$ cat src/rtl/discrete_pkg.sv
`default_nettype none
// ============================================================================
// discrete_pkg : shared types for the discrete-logic timer emulations | Rev 1.0
// ============================================================================
package discrete_pkg;

  typedef enum logic [1:0] {
    IDLE = 2'd0,
    HIGH = 2'd1,
    LOW  = 2'd2
  } astable_state_t;

endpackage
`default_nettype wire

$ cat src/rtl/astable_555_var.sv
`default_nettype none
// ============================================================================
// astable_555_var : 555 astable emulation, tick-counted high/low phases | Rev 1.0
// ============================================================================
module astable_555_var
  import discrete_pkg::*;
#(
  parameter int BW = 32
) (
  input  logic          CLK,
  input  logic          RST,
  input  logic [BW-1:0] HIGH_COUNTS,
  input  logic [BW-1:0] LOW_COUNTS,
  input  logic          COUNT_EN,
  input  logic          RUN,
  output logic          OUT,
  output logic          TRG_N,
  output logic          PHASE_END,
  output logic [BW-1:0] CNT_OUT
);

  localparam logic [BW-1:0] CNT_ONE = BW'(1);

  astable_state_t state_q, state_d;
  logic [BW-1:0]  cnt_q, cnt_d;
  logic [BW-1:0]  h_q, h_d;
  logic [BW-1:0]  l_q, l_d;
  logic           trg_n_q, trg_n_d;

  logic [BW-1:0]  h_last;
  logic [BW-1:0]  l_last;
  logic           high_done;
  logic           low_done;

  // A programmed length of 0 behaves as 1, so the terminal count is never -1.
  always_comb begin
    h_last    = (h_q == '0) ? '0 : h_q - CNT_ONE;
    l_last    = (l_q == '0) ? '0 : l_q - CNT_ONE;
    high_done = (state_q == HIGH) && COUNT_EN && (cnt_q == h_last);
    low_done  = (state_q == LOW)  && COUNT_EN && (cnt_q == l_last);
  end

  always_comb begin
    state_d = state_q;
    cnt_d   = cnt_q;
    h_d     = h_q;
    l_d     = l_q;
    trg_n_d = 1'b1;

    case (state_q)
      IDLE: begin
        if (RUN) begin
          state_d = HIGH;
          cnt_d   = '0;
          h_d     = HIGH_COUNTS;
        end
      end
      HIGH: begin
        if (!RUN) begin
          state_d = IDLE;
          cnt_d   = '0;
        end else if (high_done) begin
          state_d = LOW;
          cnt_d   = '0;
          l_d     = LOW_COUNTS;
          trg_n_d = 1'b0;
        end else if (COUNT_EN) begin
          cnt_d = cnt_q + CNT_ONE;
        end
      end
      LOW: begin
        if (!RUN) begin
          state_d = IDLE;
          cnt_d   = '0;
        end else if (low_done) begin
          state_d = HIGH;
          cnt_d   = '0;
          h_d     = HIGH_COUNTS;
        end else if (COUNT_EN) begin
          cnt_d = cnt_q + CNT_ONE;
        end
      end
      default: begin
        state_d = IDLE;
        cnt_d   = '0;
      end
    endcase
  end

  always_ff @(posedge CLK) begin
    if (RST) begin
      state_q <= IDLE;
      cnt_q   <= '0;
      h_q     <= '0;
      l_q     <= '0;
      trg_n_q <= 1'b1;
    end else begin
      state_q <= state_d;
      cnt_q   <= cnt_d;
      h_q     <= h_d;
      l_q     <= l_d;
      trg_n_q <= trg_n_d;
    end
  end

  assign OUT       = (state_q == HIGH);
  assign TRG_N     = trg_n_q;
  assign PHASE_END = RUN && low_done;
  assign CNT_OUT   = (state_q == IDLE) ? '0 : cnt_q;

endmodule
`default_nettype wire

$ cat config.mk
export PLATFORM = sky130hd
export DESIGN_NAME = astable_555_var
export DESIGN_NICKNAME = d
export VERILOG_FILES = /design/src/rtl/discrete_pkg.sv /design/src/rtl/astable_555_var.sv
export SDC_FILE = /design/constraint.sdc
export NUM_CORES = 1
export LEC_CHECK = 0
export BUFFER_PORTS_ARGS = -buffer_cell sky130_fd_sc_hd__buf_2
export CAP_MARGIN = 15
export CORE_ASPECT_RATIO = 1.25
export CORE_MARGIN = 4
export CORE_UTILIZATION = 40
export DETAILED_ROUTE_END_ITERATION = 16
export GPL_TIMING_DRIVEN = 0
export PLACE_DENSITY = 0.64
export RECOVER_POWER = 100
export SYNTH_ARGS = -nofsm -noshare
export SYNTH_HDL_FRONTEND = slang
export SYNTH_SLANG_ARGS = --single-unit
$ cat constraint.sdc
create_clock -name CLK -period 9.65 [get_ports CLK]
set_clock_uncertainty 0.1 [all_clocks]
set_input_delay 1.93 -clock CLK [delete_from_list [all_inputs] [get_ports CLK]]
set_output_delay 1.93 -clock CLK [all_outputs]
set_load 0.01 [all_outputs]
Word level (Yosys, flattened, before mapping) --
Index checks and enable logic that the tools add are counted.
Storage, ports and cells: register bits after elaboration 99, bits in latches 0, RAM bits 0, ROM bits 0, input port bits 68, output and inout port bits 35, logic and storage cells 53, memories 0
Operators by class: add/sub/neg operators 3, multiply operators 0, div/mod/pow operators 0, $lt $le $gt $ge 0, equality and inequality tests 9, shift-type cells 0, multiplexer cells 21, bitwise gates (word level) 2, reduce and logical (&&, ||, !) cells 13
Operators with widths (count):
- 32-bit 2-to-1 mux | 12
- 32-bit case mux with 3 select lines | 1
- 32-bit == test | 2
- 32-bit zero test | 2
- 32-bit case mux with 2 select lines | 1
- 32-bit by 1-bit subtractor with 32-bit output, second input constant | 2
- 32-bit by 1-bit adder with 32-bit output, second input constant | 1
- 2-bit 2-to-1 mux | 5
- 2-bit inequality test, second input constant | 3
- 2-bit case mux with 3 select lines | 1
- 3-bit AND reduction | 2
- 1-bit logical AND | 5
- 4-bit AND reduction | 1
- 3-bit by 2-bit inequality test with 1-bit output, second input constant | 1
- 3-bit inequality test, second input constant | 1
- 3-bit OR reduction | 1
- 2-bit by 1-bit == test with 1-bit output, second input constant | 1
- 2-bit == test, second input constant | 1
- 2-bit zero test | 1
- 1-bit NOT | 2
- 2-bit nonzero test | 1
- 1-bit 2-to-1 mux | 1

Depth between registers and ports, before layout --
word-level depth 7, mapped depth 16, mapped depth without buffers 13

Least setup slack after synthesis --
No wires, ideal clock.
kind input-to-output, start input COUNT_EN, end output PHASE_END, arrival time 3.506 ns, required time 7.620 ns, path slack 4.114 ns, stages 8, path buffers 1, cell sequence clkbuf_1 nand4_1 a221oi_1 o2111ai_1 nor4_1 nand4_1 nor3_2 and2_1
On the way: longest elaborated chain between the ends 3
Ends and longest elaborated chain:
- from (decl) | line astable_555_var.sv:14 | input logic COUNT_EN,
- 1-bit logical AND (2 in a row) | line astable_555_var.sv:40 | low_done = (state_q == LOW) && COUNT_EN && (cnt_q == l_last);
- 1-bit logical AND | line astable_555_var.sv:108 | assign PHASE_END = RUN && low_done;
- to (decl) | line astable_555_var.sv:18 | output logic PHASE_END,
No other way between the ends.

Worst setup path after layout --
start register l_q[2], end output PHASE_END
On the way: longest elaborated chain between the ends 5, elaborated cells between the ends (all ways) 6
Ends and longest elaborated chain:
- from (decl) | line astable_555_var.sv:27 | logic [BW-1:0] l_q, l_d;
- from (signal assigned) | line astable_555_var.sv:101 | l_q <= l_d;
- 32-bit by 1-bit subtractor with 32-bit output / 32-bit zero test (equally long branches) | line astable_555_var.sv:38 | l_last = (l_q == '0) ? '0 : l_q - CNT_ONE;
- 32-bit 2-to-1 mux * | line astable_555_var.sv:38
- 32-bit == test * | line astable_555_var.sv:40
- 1-bit logical AND * | line astable_555_var.sv:40
- 1-bit logical AND * | line astable_555_var.sv:108
Mark *: on every way between the ends. The rest lies on a longest branch, timed or not.

==> impl_metrics.yaml <==
critical_path:
  path_class: "reg -> out"
  cp.arrival_ps: 4510
  r2r_start: "l_q[2]$_SDFFE_PP0P_"
  cp-start-kind: "flip-flop"
  r2r_cells: 13
  cp.required_ps: 7620
  r2r_slack_ps: 4450
  end_kind: "output port"
  cp-startpoint: "l_q[2]$_SDFFE_PP0P_"
  cp_max_fo: 10
  timing.rr.end: "cnt_q[20]$_SDFFE_PP0P_"
hold_path:
  min_to: "l_q[1]$_SDFFE_PP0P_"
  hold_class: "reg -> reg"
  min_delay_path_depth: 2
  min-delay-start: "l_q[1]$_SDFFE_PP0P_"
floorplanning:
  core_um2: 18300
  dieArea_um2: 21100
  ioPinCount: 103
  start_util_pct: 41.1
  die_x_um: 131
  die_height_um: 161
  placementRows: 55
finish:
  multiInputGateArea_um2: 5020
  layout.nets: 1165
  area_growth_pct: 12.2
  postLayoutCoreUtil_pct: 46.1
  drive_gt1_share_pct: 11.6
  regArea_um2: 1980
  n_antenna_cell: 0
  num-fill-cells: 1962
clocking:
  post_cts_resized: 0
  clk_path_buf_depth: 2
  numCtsBuffers: 9
  clk_latency_ps: 360
  clk_pin_slew_ps: 70
  htreeDepth: 3
  cts_hold_buffers: 0
  postCtsSetupBuffers: 0
  root_buffer: "clkbuf_16"
  cts_sinks: 99
  cts_tree: "done"
synthesis:
  synth_cell_types: 86
  ys_top_cells_by_count: "dfxtp_1, nor2_1, nand2_1"
  synth.mux.area_fraction_pct: 4.81
  netlist.area_leader.share_pct: 26.4
  synth_top_family_by_area: "simple AND/OR/NAND/NOR gates"
  syn_nets: 1053
  syn_area_um2: 7520
  syn_inst: 978
  yosysMostFrequentCell: "dfxtp_1"
  synth_compound_area_share_pct: 20.8
  synth_area_leaders: "dfxtp_1, xnor2_1, nor2_1"
  ys_ff_latch: 99
  synth_warnings: 0
  yosys.area.top_type: "dfxtp_1"
  synth_xor_area_share_pct: 8.29
  async_flop_share_pct: 0
  synthSimpleGateAreaFrac_pct: 32.5
  synthAdderAreaFrac_pct: 1.17
  synth-edff-count: 0
  synthFlopType: "dfxtp_1"
  yosysSeqAreaShare_pct: 26.4
  syn_area_per_cell_um2: 7.69
global_routing:
  grt_pass1_wl_um: 39500
  gr-usage-met3_pct: 2.91
  grt_max_degree: 17
  grt_busiest_layer: "met2"
  grt_pass1_vias: 7442
  grt_usage_pct: 23.8
  antenna_found_initial: 0
  met2_usage_pct: 40.3
  overflow: 0
  use_met1_pct: 28.3
drt:
  wl_um: 25200
  via_per_inst: 5.87
  dr.first_iter.drc_count: 516
  drcViolationCount: 0
  dr.pass1.iters: 5
  avgRoutedWirePerCell_um: 19.0
  detail-route-antenna-nets: 0
  via_count: 7765
sta:
  finalCritPeriodShare_pct: 67.7
  relSlewSlack_pct: 33.7
  fin_ws_ps: 3110
  fmax_mhz: 153
  fin_tns_setup_ps: 0
  period_needed_ps: 6540
  rsz0062_at_grt: "no"
  setup_viol: 0
  finalHoldViolations: 0
  maxSlewViolCount: 0
  max_slew.worst_pin.slew_ps: 994
pwr:
  p_leak_nw: 3.19
  total_power_mw: 1.19
  vdd_drop_max_mv: 0.0858
  power.density_nw_per_um2: 141
place:
  pre_cts_ws_ps: 3470
  gp_congestion: 0.944
  dp_hpwl_um: 19700
  port_buffers: 101
outcome:
  status: "finished clean"
job:
  drv_cap: 0
## layer usage
metal | part of all wire (%) | vias up
met4 | 5.6 | 0
li1 | - | 3827
met1 | 41 | 3576
met5 | 0 | -
met2 | 49 | 282
met3 | 5.0 | 80
## flip-flops by register name, indices dropped and copies added, names as in the netlist
name	cells
cnt_q	32
h_q	32
l_q	32
state_q	2
TRG_N	1
## cell families after synthesis
logic type,count (synthesis)
compound gates,229
xor+xnor,68
fa+ha+maj,7
buf+inv,98
flops,99
mux,36
simple gates,441
## layout by cell type (no fill, tap or decap), drive strengths merged, types with 27 or more instances in the layout
master and count:
clkbuf 116, nor2 100, dfxtp 99, nand2 84
buf 73, o21ai 67, a21oi 58, xnor2 49
nor4 38, mux2i 35, nand3 33, nor3 33
or4 27
## through the flow
| step | instance area, um^2 | std cells | hold slack, ps |
|---|---|---|---|
| floorplan | 7520 | 978 | 357 |
| global placement | 8310 | 1307 | 369 |
| detailed placement | 8310 | 1307 | 378 |
| CTS | 8600 | 1323 | 386 |
| global route | 8440 | 1323 | 417 |
| finish | 8440 | 1323 | 384 |
## worst max-delay path, cell delays in order (launching register included)
cell and delay (ps):
dfxtp_1 370, nor4_1 840, nand3_1 440, clkbuf_1 360, nor4_1 500, nor3b_1 110
a221o_1 300, nor4_1 350, nand4_1 250, nor3_1 320, and2_0 170, buf_2 120
## report_power, final
part | total, mW | leakage [nW] | switching (mW) | internal, mW
Sequential | 0.452 | 0.804 | 0.0247 | 0.428
Combinational | 0.359 | 2.25 | 0.211 | 0.148
Clock | 0.379 | 0.136 | 0.175 | 0.203
Total | 1.19 | 3.19 | 0.411 | 0.779
## worst max-delay path by stage
stage,slack (ps),endpoint
2_1_floorplan,4110,PHASE_END
3_3_place_gp,3480,PHASE_END
3_5_place_dp,3470,PHASE_END
4_1_cts,3170,PHASE_END
5_1_grt,2830,PHASE_END
6_report,3110,PHASE_END
## area by class of cell
| cell class | count | area share [%] |
|---|---|---|
| Multi-Input combinational cell | 781 | 59.5 |
| Sequential cell | 99 | 23.5 |
| Timing Repair Buffer | 101 | 5.49 |
| Buffer | 77 | 3.74 |
| Tap cell | 228 | 3.38 |
| Clock buffer | 11 | 2.76 |
| Inverter | 21 | 0.934 |
| Clock inverter | 5 | 0.742 |
No activity file was read; power rests on OpenSTA's default activity.
